### src/rtl/mini_cpu_datapath.sv
// Execution datapath of the mini CPU: a 16-entry register memory, an ALU and a
// display-result register, sequenced IDLE -> DECODE -> CALC -> STORE.
module mini_cpu_datapath #(
    parameter int DATA_W = 16,
    parameter int ADDR_W = 4
) (
    input  logic              clk,
    input  logic              rst_n,
    input  logic              start,
    input  logic [2:0]        opcode,
    input  logic [ADDR_W-1:0] addr1,
    input  logic [ADDR_W-1:0] addr2,
    input  logic [6:0]        addr3_imm,
    output logic              busy,
    output logic              decoded,
    output logic              calculated,
    output logic              stored,
    output logic [DATA_W-1:0] result,
    output logic              result_valid
);

    localparam int NREG = 1 << ADDR_W;

    localparam logic [2:0] OP_LOAD    = 3'b000;
    localparam logic [2:0] OP_ADD     = 3'b001;
    localparam logic [2:0] OP_ADDI    = 3'b010;
    localparam logic [2:0] OP_SUB     = 3'b011;
    localparam logic [2:0] OP_SUBI    = 3'b100;
    localparam logic [2:0] OP_MUL     = 3'b101;
    localparam logic [2:0] OP_CLEAR   = 3'b110;
    localparam logic [2:0] OP_DISPLAY = 3'b111;

    typedef enum logic [1:0] {
        S_IDLE,
        S_DECODE,
        S_CALC,
        S_STORE
    } state_t;

    state_t              state_q, state_d;
    logic [2:0]          op_q, op_d;
    logic [ADDR_W-1:0]   a1_q, a1_d;
    logic [ADDR_W-1:0]   a2_q, a2_d;
    logic [6:0]          f3_q, f3_d;
    logic [DATA_W-1:0]   opa_q, opa_d;
    logic [DATA_W-1:0]   opb_q, opb_d;
    logic [DATA_W-1:0]   result_q, result_d;
    logic                valid_q, valid_d;
    logic [DATA_W-1:0]   regs_q [NREG];
    logic [DATA_W-1:0]   regs_d [NREG];

    logic [DATA_W-1:0]   mag_ext;
    logic [DATA_W-1:0]   imm_val;
    logic [DATA_W-1:0]   mul_lo;
    logic [DATA_W-1:0]   alu_out;
    logic [ADDR_W-1:0]   rd_a_addr;
    logic                wr_en;
    logic                clr_all;

    // Sign-magnitude immediate; a negative zero collapses naturally to 0.
    assign mag_ext = {{(DATA_W-6){1'b0}}, f3_q[5:0]};
    assign imm_val = f3_q[6] ? ({DATA_W{1'b0}} - mag_ext) : mag_ext;

    // The low half of a two's complement product is sign-agnostic.
    assign mul_lo = opa_q * opb_q;

    assign rd_a_addr = (op_q == OP_DISPLAY) ? a1_q : a2_q;

    always_comb begin
        alu_out = '0;
        case (op_q)
            OP_LOAD:    alu_out = imm_val;
            OP_ADD:     alu_out = opa_q + opb_q;
            OP_ADDI:    alu_out = opa_q + imm_val;
            OP_SUB:     alu_out = opa_q - opb_q;
            OP_SUBI:    alu_out = opa_q - imm_val;
            OP_MUL:     alu_out = mul_lo;
            OP_CLEAR:   alu_out = '0;
            OP_DISPLAY: alu_out = opa_q;
            default:    alu_out = '0;
        endcase
    end

    always_comb begin
        state_d  = state_q;
        op_d     = op_q;
        a1_d     = a1_q;
        a2_d     = a2_q;
        f3_d     = f3_q;
        opa_d    = opa_q;
        opb_d    = opb_q;
        result_d = result_q;
        valid_d  = valid_q;
        case (state_q)
            S_IDLE: begin
                if (start) begin
                    op_d    = opcode;
                    a1_d    = addr1;
                    a2_d    = addr2;
                    f3_d    = addr3_imm;
                    state_d = S_DECODE;
                end
            end
            S_DECODE: begin
                opa_d   = regs_q[rd_a_addr];
                opb_d   = regs_q[f3_q[ADDR_W-1:0]];
                state_d = S_CALC;
            end
            S_CALC: begin
                result_d = alu_out;
                valid_d  = (op_q != OP_CLEAR);
                state_d  = S_STORE;
            end
            S_STORE: begin
                state_d = S_IDLE;
            end
            default: state_d = S_IDLE;
        endcase
    end

    // Write-back takes the value captured in result during CALC.
    assign wr_en   = (state_q == S_STORE) && (op_q != OP_CLEAR) && (op_q != OP_DISPLAY);
    assign clr_all = (state_q == S_STORE) && (op_q == OP_CLEAR);

    generate
        for (genvar gi = 0; gi < NREG; gi++) begin : g_reg
            assign regs_d[gi] = clr_all ? '0 :
                                (wr_en && (a1_q == ADDR_W'(gi))) ? result_q :
                                regs_q[gi];
        end
    endgenerate

    always_ff @(posedge clk) begin
        if (!rst_n) begin
            state_q  <= S_IDLE;
            op_q     <= '0;
            a1_q     <= '0;
            a2_q     <= '0;
            f3_q     <= '0;
            opa_q    <= '0;
            opb_q    <= '0;
            result_q <= '0;
            valid_q  <= 1'b0;
            for (int i = 0; i < NREG; i++) begin
                regs_q[i] <= '0;
            end
        end else begin
            state_q  <= state_d;
            op_q     <= op_d;
            a1_q     <= a1_d;
            a2_q     <= a2_d;
            f3_q     <= f3_d;
            opa_q    <= opa_d;
            opb_q    <= opb_d;
            result_q <= result_d;
            valid_q  <= valid_d;
            for (int i = 0; i < NREG; i++) begin
                regs_q[i] <= regs_d[i];
            end
        end
    end

    assign busy         = (state_q != S_IDLE);
    assign decoded      = (state_q == S_DECODE);
    assign calculated   = (state_q == S_CALC);
    assign stored       = (state_q == S_STORE);
    assign result       = result_q;
    assign result_valid = valid_q;

endmodule

### config.mk
export PLATFORM = sky130hd
export DESIGN_NAME = mini_cpu_datapath
export DESIGN_NICKNAME = d
export VERILOG_FILES = /design/src/rtl/mini_cpu_datapath.sv
export SDC_FILE = /design/constraint.sdc
export NUM_CORES = 1
export LEC_CHECK = 0
export BUFFER_PORTS_ARGS = -buffer_cell sky130_fd_sc_hd__buf_2
export CELL_PAD_IN_SITES_DETAIL_PLACEMENT = 1
export CELL_PAD_IN_SITES_GLOBAL_PLACEMENT = 1
export CORE_MARGIN = 2
export CORE_UTILIZATION = 45
export CTS_CLUSTER_DIAMETER = 60
export DETAILED_ROUTE_END_ITERATION = 6
export PLACE_DENSITY_LB_ADDON = 0.1
export SYNTH_ARGS = -nofsm -noshare
export SYNTH_HDL_FRONTEND = slang
export SYNTH_SLANG_ARGS = --single-unit
### constraint.sdc
create_clock -name clk -period 13.64 [get_ports clk]
set_clock_uncertainty 0.2 [all_clocks]
set_input_delay 0.682 -clock clk [delete_from_list [all_inputs] [get_ports clk]]
set_output_delay 0.682 -clock clk [all_outputs]
set_load 0.05 [all_outputs]
## Word-level counts from Yosys, hierarchy flattened

Memories as Yosys holds them, arrays and structs flattened. A register that Yosys moved wholly into a read port is not among the register bits.
Cells that the tools add are included.

- Register bits after elaboration: 37
- Word-level logic and storage cells: 171
- Memories: 1
- Bits in writable memories: 256
- Output and inout port bits: 21
- Input port bits: 21

Memory list:

| name | depth | width | rd ports | clocked after Yosys merged registers in | write ports | line | source |
|---|---|---|---|---|---|---|---|
| regs_q | 16 | 16 | 2 | 2 | 16 | 49 | `logic [DATA_W-1:0] regs_q [NREG];` |

- $add $sub $neg: 5
- Multiply operators: 1
- Mux-type cells: 55
- Equal/unequal tests: 44
- Reduce and logical (&&, ||, !) cells: 42
- Bitwise gates (word level): 16

Operators by type and width:

| kind | number |
|---|---|
| two-way mux 16 bit | 49 |
| one-hot mux 16 bit (8 select lines) | 1 |
| inequality test 2 bit, second input constant | 17 |
| AND reduction 2 bit | 17 |
| adder 16 bit | 2 |
| equality test 4 bit, second input constant | 8 |
| subtractor 16 bit | 2 |
| logical AND 1 bit | 19 |
| equality test 4 x 3 -> 1 bit, second input constant | 4 |
| multiplier 16 x 16 -> 16 bit | 1 |
| bitwise OR 1 bit | 16 |
| equality test 3 bit, second input constant | 4 |
| equality test 4 x 2 -> 1 bit, second input constant | 2 |
| one-hot mux 2 bit (4 select lines) | 1 |
| subtractor 1 x 6 -> 7 bit, first input constant | 1 |
| equality test 3 x 2 -> 1 bit, second input constant | 2 |
| inequality test 3 bit, second input constant | 2 |
| equality test 2 bit, second input constant | 2 |
| equality test 4 x 1 -> 1 bit, second input constant | 1 |
| logical NOT 4 bit | 1 |
| two-way mux 4 bit | 1 |
| equality test 3 x 1 -> 1 bit, second input constant | 1 |
| logical NOT 3 bit | 1 |
| equality test 2 x 1 -> 1 bit, second input constant | 1 |
| 5 further kinds | 7 |

## Logic depth before layout (Yosys ltp)

- Depth in word-level cells: 7
- Mapped depth: 24
- Depth with buffers taken out: 21

## Worst setup path before layout

No wires, ideal clock.

- Path type: register -> register
- From: reg opb_q[2], read port of regs_q
- To: reg result_q[14] (netlist: result[14])
- Arrival time: 5.259 ns
- Stages on the path, launching flop included: 21
- Data required time: 13.366 ns
- Slack: 8.107 ns
- Setup time: 0.074 ns
- Period minus slack after synthesis: 5.533 ns
- Buffers on the path: 2
- Path through: dfxtp_1 > buf_2 > clkbuf_1 > nand2_1 > fa_1 > fa_1 > fa_1 > fa_1 > inv_1 > fa_1 > inv_1 > fa_1 > inv_1 > ha_1 > nand3_1 > nand2_1 > a41o_1 > o41a_1 > xor2_1 > nand2_1 > a31oi_1

- Longest elaborated chain between the ends: 2
- Elaborated cells on any way between the ends: 4
- Those cells by class: add/sub (2); mul (1); mux (1)

Ends and longest elaborated chain:

| item | line | source |
|---|---|---|
| start, declared | 46 | `logic [DATA_W-1:0] opb_q, opb_d;` |
| multiplier 16 x 16 -> 16 bit, or another cell as far along | 65 | `assign mul_lo = opa_q * opb_q;` |
| one-hot mux 16 bit (8 select lines) * | 71 | `case (op_q)` |
| end signal, assigned | 155 | `result_q <= result_d;` |
| end, declared | 47 | `logic [DATA_W-1:0] result_q, result_d;` |

Every way passes the cells marked *; elsewhere a longest branch is shown, timed or not.
A chain may end at the register's enable or synchronous reset.

## Worst setup path after layout

- From: reg opb_q[2], read port of regs_q
- To: reg result_q[15] (netlist: result[15])

Same word-level chain as after synthesis.

==> impl_metrics.ini <==
[run_status]
status = complete, but fails checks
violations = design-rule violations

[setup_path]
path_delay_family = adder cells
slowest_stage = dfxtp_1
critPathBufInv = 3
worst_ep_arrival_time_ps = 6340
crit_chain = nand2_1 -> fa_1 -> fa_1 -> inv_1 -> fa_1 -> fa_1 -> fa_1 -> inv_1 -> fa_1 -> inv_1 -> ha_1 -> nand3_1 -> a21oi_1 -> nor2_1 -> a21oi_1 -> xnor2_1 -> o211ai_1 -> a21oi_1
required_ps = 13900
cp_common_cell = fa_1
critical_path_class = flip-flop to flip-flop
endpoint_kind = flip-flop
start_kind = flip-flop
cpPeakStageDelay_ps = 900
crit_fanout = 20

[power]
ir_worst_vdd_v = 0.000106
clkPwrFrac_pct = 27.3
intPower_uw = 2420
p_switching_uw = 1550
power_uw = 3970
power.density_nw_per_um2 = 169
switching_share_pct = 39.0
pwr-share-seq_pct = 34.7
power_frac_comb_pct = 38.0
leakagePower_uw = 0.00890

[cts]
postCtsHoldBufs = 0
clock_path_buffers = 3
post_cts_resized = 0
cts-root-buf = clkbuf_16
post_cts_buffers = 0
path_clk_slew_ps = 60
clkLatencyLatePin_ps = 580
numCtsBuffers = 42
cts_sinks = 325
ctsHtreeMaxLevel = 2
cts_tree = done

[cells_and_area]
area_delta_synth_final_pct = 9.92
mostFrequentLayoutCells = edfxtp_1, nand2_1, nor2_1, inv_1, mux4_2
final_common_cell = edfxtp_1
nNetsFinal = 2018
nFillCells = 4925
drive_gt1_share_pct = 17.1

[sta]
drv_slew = 0
hold_viol = 0
holdWs_ps = 135
tightest_slew_ps = 1160
min_period_over_period_pct = 44.6
rsz0062_at_grt = no
setup_viol = 0
max-slew-margin-rel_pct = 22.6
fin_setup_tns_ps = 0
max_freq_mhz = 164
period_minus_slack_ps = 6090

[logic_synthesis]
synthesis.nets = 2032
ys_ff_latch = 325
synth_top_flop_cell = edfxtp_1
synth_area_um2 = 21300
synth_cells = 1857
ys_warn_count = 0
async_flop_share_pct = 0
postSynthAreaPerCell_um2 = 11.5
synth_cell_types = 72
yosysSeqAreaShare_pct = 42.5
synth_edf_count = 256

[global_route]
grt_pass1_vias = 16306
grt_max_degree = 71
grt.total_usage_pct = 28.3
grt_pass1_wl_um = 103000
grt_antenna_before_repair = 2
gr-total-overflow = 0

[route]
drc = 4
vias = 14930
top_layer = met5
routedWlPerCell_um = 27.4
drtIter0Drc = 1306
wl_met3_um = 4110
wirelength_um = 68000
wl_met2_um = 33300
antenna_left = 0
wl_met1_um = 28100
vias_per_cell = 6.02
dr.pass1.iters = 7

[floorplanning]
ios = 42
num_rows = 79
die_h_um = 222
design.die.area_um2 = 49200
core_area_um2 = 46700
initial_utilization_pct = 45.8
die_w_um = 222

[placement]
io_buffers = 41
dp_hpwl_um = 45400
globalplace.congestion = 0.877

[job]
max_cap_viol_count = 0

[worst_hold_path]
hp-class = input pin to flip-flop
-- routing by layer --
layer	up-vias	GRT usage, %
li1	6513	-
met1	7783	36.6
met2	483	48.1
met3	149	4.47
met4	2	10.6
met5	-	0
-- final timing paths --
kind	cells past startpoint	slack [ps]	from	end
setup reg to reg	18	7550	opb_q[2]	result[15]
setup / recovery	18	7550	opb_q[2]	result[15]
hold reg to reg	2	310	a2_q[0]	a2_q[0]
hold / removal	3	130	addr3_imm[0]	f3_q[0]
-- synth_stat cells, drive strengths merged, types with 2 or more instances --
library cell	n	area share, %
edfxtp	256	36
nand2	221	3.9
nor2	211	3.7
inv	145	2.5
mux4	144	15
clkbuf	102	1.8
and2	81	2.4
fa	81	7.6
ha	73	4.3
dfxtp	69	6.5
xnor2	51	2.1
a21oi	48	1.1
o21ai	45	1.1
mux2i	43	2.1
nor2b	42	1.3
buf	37	0.99
a31oi	29	0.85
a21boi	22	0.77
xor2	20	0.86
a211oi	18	0.63
nand2b	16	0.47
nor3	16	0.43
nand3	13	0.30
a21o	8	0.28
or3	7	0.25
o221ai	6	0.25
a221oi	5	0.21
mux2	4	0.21
o211ai	4	0.14
a22oi	3	0.11
o211a	3	0.14
o21a	3	0.11
o31ai	3	0.17
o41ai	3	0.21
nand4	2	0.059
o221a	2	0.11
o311ai	2	0.082
o31a	2	0.082
or2	2	0.059
-- stage by stage --
stage / area [um2] / std cells / worst slack, ps / utilization [%]
final: 23500 / 2480 / 7550 / 50.3
after global routing: 23500 / 2477 / 7240 / 50.3
after CTS: 23500 / 2477 / 7520 / 50.3
after detailed placement: 22100 / 2406 / 7550 / 47.4
after global placement: 22100 / 2406 / 7670 / 47.4
after floorplan: 21300 / 1857 / 8110 / -
-- final cells by class --
class | count | area [um2] | area share (%)
diodes | 3 | 7.51 | 0.0320
clock inverters | 19 | 206 | 0.880
well taps | 607 | 759 | 3.24
repair buffers | 81 | 505 | 2.15
multi-input cells | 1248 | 11200 | 47.9
clock buffers | 52 | 1130 | 4.81
inverters | 145 | 544 | 2.32
flip-flops and latches | 325 | 9080 | 38.7
-- tightest hold or removal path, cell delays in order --
cell      delay [ps]
buf_2            100
nand2_1           40
a21boi_0          60
-- state kept, by name, summed over array words and instances, names as in the netlist, 3 cells and up --
| register | cells |
|---|---|
| regs_q | 256 |
| a1_q | 4 |
| opb_q | 16 |
| f3_q | 7 |
| opa_q | 16 |
| op_q | 3 |
| result | 16 |
| a2_q | 4 |
-- power groups by stage --
stage	registers (uW)	clock network, uW	logic, uW
final	1380	1080	1510
after floorplan	1300	0	1120
after CTS	1370	1100	1500
after detailed placement	1390	0	1490
after global placement	1380	0	1470
after global routing	1390	1140	1630
-- kinds of logic after synthesis --
kind of cell               synth area share (%)
and+or+nand+nor                            13.1
DFF                                        42.5
muxes                                      17.5
adders and majority gates                  11.9
AOI/OAI and AO/OA                          6.78
xor gates and xnor gates                   2.95
buffers and inverters                      5.33
Power figures use the tool's default switching activity.
